### config.mk
export PLATFORM = sky130hd
export DESIGN_NAME = systolic_drain
export DESIGN_NICKNAME = d
export VERILOG_FILES = /design/src/rtl/systolic_drain_pkg.sv /design/src/rtl/systolic_drain_bank.sv /design/src/rtl/systolic_drain.sv
export SDC_FILE = /design/constraint.sdc
export NUM_CORES = 1
export LEC_CHECK = 0
export ABC_AREA = 1
export CORE_UTILIZATION = 48
export DETAILED_ROUTE_END_ITERATION = 8
export GPL_TIMING_DRIVEN = 0
export PLACE_DENSITY = 0.88
export SLEW_MARGIN = 30
export SYNTH_ARGS = -nofsm -noshare
export SYNTH_HDL_FRONTEND = slang
export SYNTH_SLANG_ARGS = --single-unit
### constraint.sdc
create_clock -name clk -period 12.8 [get_ports clk]
set_input_delay 1.92 -clock clk [delete_from_list [all_inputs] [get_ports clk]]
set_output_delay 1.92 -clock clk [all_outputs]
set_load 0.03 [all_outputs]
### src/rtl/systolic_drain_pkg.sv
// Shared sizing helpers, default geometry and read-FSM state type for the systolic result drain.
package systolic_drain_pkg;

    localparam int unsigned DEF_OUT_WIDTH = 16;
    localparam int unsigned DEF_ROWS      = 4;
    localparam int unsigned DEF_COLS      = 4;

    localparam int unsigned ROW_W  = DEF_COLS * DEF_OUT_WIDTH;
    localparam int unsigned GRID_W = DEF_ROWS * ROW_W;

    function automatic int unsigned clog2(input int unsigned n);
        int unsigned r;
        int unsigned v;
        r = 0;
        v = 1;
        while (v < n) begin
            v = v << 1;
            r = r + 1;
        end
        return r;
    endfunction

    // Index width that never collapses to zero bits.
    function automatic int unsigned idx_w(input int unsigned n);
        return (clog2(n) < 1) ? 1 : clog2(n);
    endfunction

    typedef enum logic {
        IDLE = 1'b0,
        SEND = 1'b1
    } rd_state_e;

endpackage

### src/rtl/systolic_drain_bank.sv
// One snapshot of the accumulator grid: whole-grid load, row-select read.
module systolic_drain_bank
    import systolic_drain_pkg::*;
#(
    parameter int unsigned OUT_WIDTH = DEF_OUT_WIDTH,
    parameter int unsigned ROWS      = DEF_ROWS,
    parameter int unsigned COLS      = DEF_COLS
) (
    input  logic                            clk,
    input  logic                            load,
    input  logic [ROWS*COLS*OUT_WIDTH-1:0]  grid_in,
    input  logic [idx_w(ROWS)-1:0]          row_sel,
    output logic [COLS*OUT_WIDTH-1:0]       row_out_c
);

    localparam int unsigned RW     = COLS * OUT_WIDTH;
    localparam int unsigned RIDX_W = idx_w(ROWS);

    logic [ROWS*RW-1:0] grid_q;

    // Contents are don't-care after reset, so no reset on the storage.
    always_ff @(posedge clk) begin
        if (load) begin
            grid_q <= grid_in;
        end
    end

    always_comb begin
        row_out_c = '0;
        for (int r = 0; r < int'(ROWS); r++) begin
            if (row_sel == RIDX_W'(r)) begin
                row_out_c = grid_q[r*RW +: RW];
            end
        end
    end

endmodule

### src/rtl/systolic_drain.sv
// Captures accumulator grid snapshots into a ping-pong buffer and streams them row by row.
module systolic_drain
    import systolic_drain_pkg::*;
#(
    parameter int unsigned OUT_WIDTH = DEF_OUT_WIDTH,
    parameter int unsigned ROWS      = DEF_ROWS,
    parameter int unsigned COLS      = DEF_COLS
) (
    input  logic                            clk,
    input  logic                            rst,
    input  logic [COLS-1:0]                 stream_out_rdy,
    input  logic [ROWS*COLS*OUT_WIDTH-1:0]  acc_data,
    output logic                            stall,
    output logic                            m_valid,
    input  logic                            m_ready,
    output logic [COLS*OUT_WIDTH-1:0]       m_data,
    output logic [idx_w(ROWS)-1:0]          m_row,
    output logic                            m_last,
    output logic                            skew_err
);

    localparam int unsigned RW     = COLS * OUT_WIDTH;
    localparam int unsigned RIDX_W = idx_w(ROWS);
    localparam logic [RIDX_W-1:0] LAST_ROW = RIDX_W'(ROWS - 1);

    rd_state_e          state_q, state_d;
    logic [1:0]         count_q, count_d;
    logic               wr_bank_q, wr_bank_d;
    logic               rd_bank_q, rd_bank_d;
    logic [RIDX_W-1:0]  row_q, row_d;
    logic               skew_q, skew_d;

    logic               capture_c;
    logic               pop_c;
    logic [RW-1:0]      row0_c, row1_c;

    assign capture_c = stream_out_rdy[0] && (count_q != 2'd2);
    assign pop_c     = (state_q == SEND) && m_ready && (row_q == LAST_ROW);

    systolic_drain_bank #(
        .OUT_WIDTH (OUT_WIDTH),
        .ROWS      (ROWS),
        .COLS      (COLS)
    ) u_bank0 (
        .clk       (clk),
        .load      (capture_c && !wr_bank_q),
        .grid_in   (acc_data),
        .row_sel   (row_q),
        .row_out_c (row0_c)
    );

    systolic_drain_bank #(
        .OUT_WIDTH (OUT_WIDTH),
        .ROWS      (ROWS),
        .COLS      (COLS)
    ) u_bank1 (
        .clk       (clk),
        .load      (capture_c && wr_bank_q),
        .grid_in   (acc_data),
        .row_sel   (row_q),
        .row_out_c (row1_c)
    );

    always_ff @(posedge clk) begin
        if (rst) begin
            state_q   <= IDLE;
            count_q   <= 2'd0;
            wr_bank_q <= 1'b0;
            rd_bank_q <= 1'b0;
            row_q     <= '0;
            skew_q    <= 1'b0;
        end else begin
            state_q   <= state_d;
            count_q   <= count_d;
            wr_bank_q <= wr_bank_d;
            rd_bank_q <= rd_bank_d;
            row_q     <= row_d;
            skew_q    <= skew_d;
        end
    end

    // Occupancy bookkeeping plus the read FSM; a capture and a final-beat pop may coincide.
    always_comb begin
        state_d   = state_q;
        count_d   = count_q;
        wr_bank_d = wr_bank_q;
        rd_bank_d = rd_bank_q;
        row_d     = row_q;
        skew_d    = skew_q | ((|stream_out_rdy) & ~(&stream_out_rdy));

        if (capture_c) begin
            wr_bank_d = ~wr_bank_q;
        end

        case ({capture_c, pop_c})
            2'b10:   count_d = count_q + 2'd1;
            2'b01:   count_d = count_q - 2'd1;
            default: count_d = count_q;
        endcase

        case (state_q)
            IDLE: begin
                // Looking at the capture directly gives valid on the cycle after the capture edge.
                if ((count_q != 2'd0) || capture_c) begin
                    state_d = SEND;
                    row_d   = '0;
                end
            end
            SEND: begin
                if (m_ready) begin
                    if (row_q == LAST_ROW) begin
                        row_d     = '0;
                        rd_bank_d = ~rd_bank_q;
                        if (count_d == 2'd0) begin
                            state_d = IDLE;
                        end
                    end else begin
                        row_d = row_q + RIDX_W'(1);
                    end
                end
            end
            default: state_d = IDLE;
        endcase
    end

    assign m_valid  = (state_q == SEND);
    assign m_row    = row_q;
    assign m_last   = (state_q == SEND) && (row_q == LAST_ROW);
    assign m_data   = rd_bank_q ? row1_c : row0_c;
    assign stall    = (count_q == 2'd2);
    assign skew_err = skew_q;

endmodule

==> flow_metrics.env <==
export IMPL_period_share=0.424
export IMPL_cp_data_arrival_time_ns=3.51
export IMPL_power_mw=4.04
export IMPL_vias=14722
export IMPL_r2r_start="count_q[0]"
export IMPL_ant_nets=0
export IMPL_worstSetupEndpointType="output pin"
export IMPL_synth_common_cells="edfxtp_1, nand2_1, a21oi_1, o21ai_1, o21ai_0"
export IMPL_ff_latch_area_um2=15500
export IMPL_syn_area_um2=20600
export IMPL_fmax_ghz=0.184
export IMPL_wl_mm=59.3
export IMPL_root_buffer="clkbuf_16"
export IMPL_clk_pin_slew_ns=0.06
export IMPL_cp_max_fo=10
export IMPL_yosys_area_top_type="edfxtp_1"
export IMPL_via_per_inst=5.72
export IMPL_start_util=0.488
export IMPL_rsz0062_at_grt="false"
export IMPL_power_density_nw_per_um2=150
export IMPL_setup_viol=0
export IMPL_fin_nets=2256
export IMPL_drv_slew=0
export IMPL_hpwl_mm=39.6
export IMPL_cts_sinks=520
export IMPL_area_delta_synth_final_pct=31.0
export IMPL_gp_congestion=0.845
export IMPL_grt_pass1_vias=14977
export IMPL_netlist_top_cells_area="edfxtp_1, nand2_1, a21oi_1, o21ai_1, a21o_1"
export IMPL_cts_resized_gates=0
export IMPL_boundaryPins=333
export IMPL_crit_type="reg -> out"
export IMPL_hp_class="reg -> reg"
export IMPL_start_kind="flip-flop"
export IMPL_worst_ep_required_time_ns=10.88
export IMPL_synth_ff_latch_count=520
export IMPL_leakage_nw=10.0
export IMPL_cp_startpoint="m_row[0]"
export IMPL_cts_buffers_inserted=52
export IMPL_die_area_um2=43700
export IMPL_synth_edff_count=512
export IMPL_grt_max_degree=25
export IMPL_use_met3=0.0479
export IMPL_yosysMostFrequentCell="edfxtp_1"
export IMPL_min_period_ns=5.43
export IMPL_drtPass1Iterations=6
export IMPL_outcome="finished, final reports clean"
export IMPL_r2r_slack_ns=10.27
export IMPL_synth_cells=1575
export IMPL_reg2reg_to="u_bank1.grid_q[231]"
export IMPL_drc_errors=0
export IMPL_core_rowCount=75
export IMPL_post_synth_top_area_fraction=0.748
export IMPL_synth_nets=1843
export IMPL_core_um2=42100
export IMPL_clock_latency_ns=0.59
export IMPL_slew_headroom=0.367
export IMPL_h_tree_depth=2
export IMPL_nFillCells=2894
export IMPL_final_util=0.639
export IMPL_ys_seq_area_frac=0.755
export IMPL_synth_flop_cell="edfxtp_1"
export IMPL_tritoncts="done"
export IMPL_use_met2=0.456
export IMPL_reg2reg_depth=8
export IMPL_drive_above_1_share=0.0829
export IMPL_dr_first_iter_drc_count=1800
export IMPL_maxCapViolations=0
export IMPL_wl_per_cell_um=23.0
export IMPL_ys_types=23
export IMPL_setup_ws_ns=7.37
export IMPL_max_slew_worst_pin_slew_ns=0.949
export IMPL_numPortBuffers=332
export IMPL_avgSynthCellArea_um2=13.1
export IMPL_antenna_found_initial=9
export IMPL_clock_skew_ns=0.0121
export IMPL_async_reset_ff_frac=0
export IMPL_cts_hold_buf=0
export IMPL_clock_path_buffers=3
export IMPL_dp_slack_ns=7.98
export IMPL_endpoint="m_data[63]"
export IMPL_met1_usage=0.335
export IMPL_multi_input_area_um2=4510
export IMPL_gr_total_overflow=0
export IMPL_die_w_um=209
export IMPL_irDropWorstVdd_mv=0.117
export IMPL_hold_violations=0
export IMPL_yosysWarnings=0
export IMPL_track_usage=0.268
export IMPL_grt_pass1_wl_mm=87.5
export IMPL_die_y_um=209
export IMPL_gr_max_usage_layer="met2"
export IMPL_cts_setup_buffers=0
export IMPL_hold_depth=2
==> report_power, final <==
part | internal [mW] | switching, mW | total, mW
Sequential | 1.99 | 0.0266 | 2.02
Combinational | 0.242 | 0.316 | 0.558
Clock | 0.847 | 0.621 | 1.47
Total | 3.08 | 0.963 | 4.04
==> registers in the layout (all words and copies together), names as in the netlist <==
signal / flops
wr_bank_q: 1
u_bank1.grid_q: 256
count_q: 2
skew_err: 1
rd_bank_q: 1
u_bank0.grid_q: 256
m_valid: 1
m_row: 2
==> area by class of cell <==
| class | instances | area share |
|---|---|---|
| Sequential cell | 520 | 0.577 |
| Inverter | 15 | 0.00209 |
| Clock inverter | 18 | 0.00599 |
| Antenna cell | 9 | 0.000836 |
| Clock buffer | 75 | 0.0542 |
| Timing Repair Buffer | 359 | 0.150 |
| Multi-Input combinational cell | 942 | 0.167 |
| Buffer | 98 | 0.0179 |
| Tap cell | 539 | 0.0250 |
==> routing by layer <==
layer | vias up | wire length (um)
met3 | 151 | 5270
met2 | 933 | 30100
met1 | 7112 | 21700
li1 | 6524 | -
met5 | - | 16
met4 | 2 | 2270
==> cell usage in the layout, fill, tap and decap left out, drive strengths merged <==
cell,count
a21o,64
a21oi,135
buf,84
bufinv,3
clkbuf,116
clkdlybuf4s50,332
clkinv,13
clkinvlp,1
dfxtp,8
diode,9
edfxtp,512
ha,5
inv,16
nand2,335
nand3,67
nand4,1
nor2,71
nor3,1
o21ai,197
o21bai,1
or2,64
xor2,1
==> how the worst min path moves through the flow <==
stage | startpoint | slack, ns | to
floorplan | count_q[1] | 0.45 | count_q[1]
global placement | skew_err | 0.47 | skew_err
detailed placement | skew_err | 0.48 | skew_err
CTS | skew_err | 0.50 | skew_err
global route | m_valid | 0.53 | m_valid
finish | skew_err | 0.50 | skew_err
==> critical path, stage by stage, from the launching register on <==
cell and delay, ns:
dfxtp_1 0.43, inv_1 0.11, ha_1 0.24, inv_2 0.10
buf_4 0.27, clkbuf_1 0.55, o21ai_0 0.24, a21o_1 0.20
nand2_1 0.10, clkdlybuf4s50_1 0.68
==> logic make-up (layout without fill, tap and decap cells) <==
| family | after synthesis | in the layout | share of synthesized area |
|---|---|---|---|
| adder cells (fa/ha/maj) | 5 | 5 | 0.00304 |
| flip-flops | 520 | 520 | 0.755 |
| XOR/XNOR | 1 | 1 | 0.000426 |
| buffers and inverters | 113 | 565 | 0.0262 |
| AO/OA/AOI/OAI | 397 | 397 | 0.105 |
| AND/OR/NAND/NOR | 539 | 539 | 0.110 |
| other | 0 | 9 | 0 |
==> stage by stage <==
stage                     instance area [um^2]  std cells  setup TNS, ns  hold WS, ns
after global routing                     26900       2574              0        0.532
after floorplan                          20600       1575        -413.75        0.454
after CTS                                26900       2566              0        0.497
after global placement                   24600       2446       -3363.69        0.466
final                                    26900       2575              0        0.502
after detailed placement                 25300       2473              0        0.483
Power figures use the tool's default switching activity.
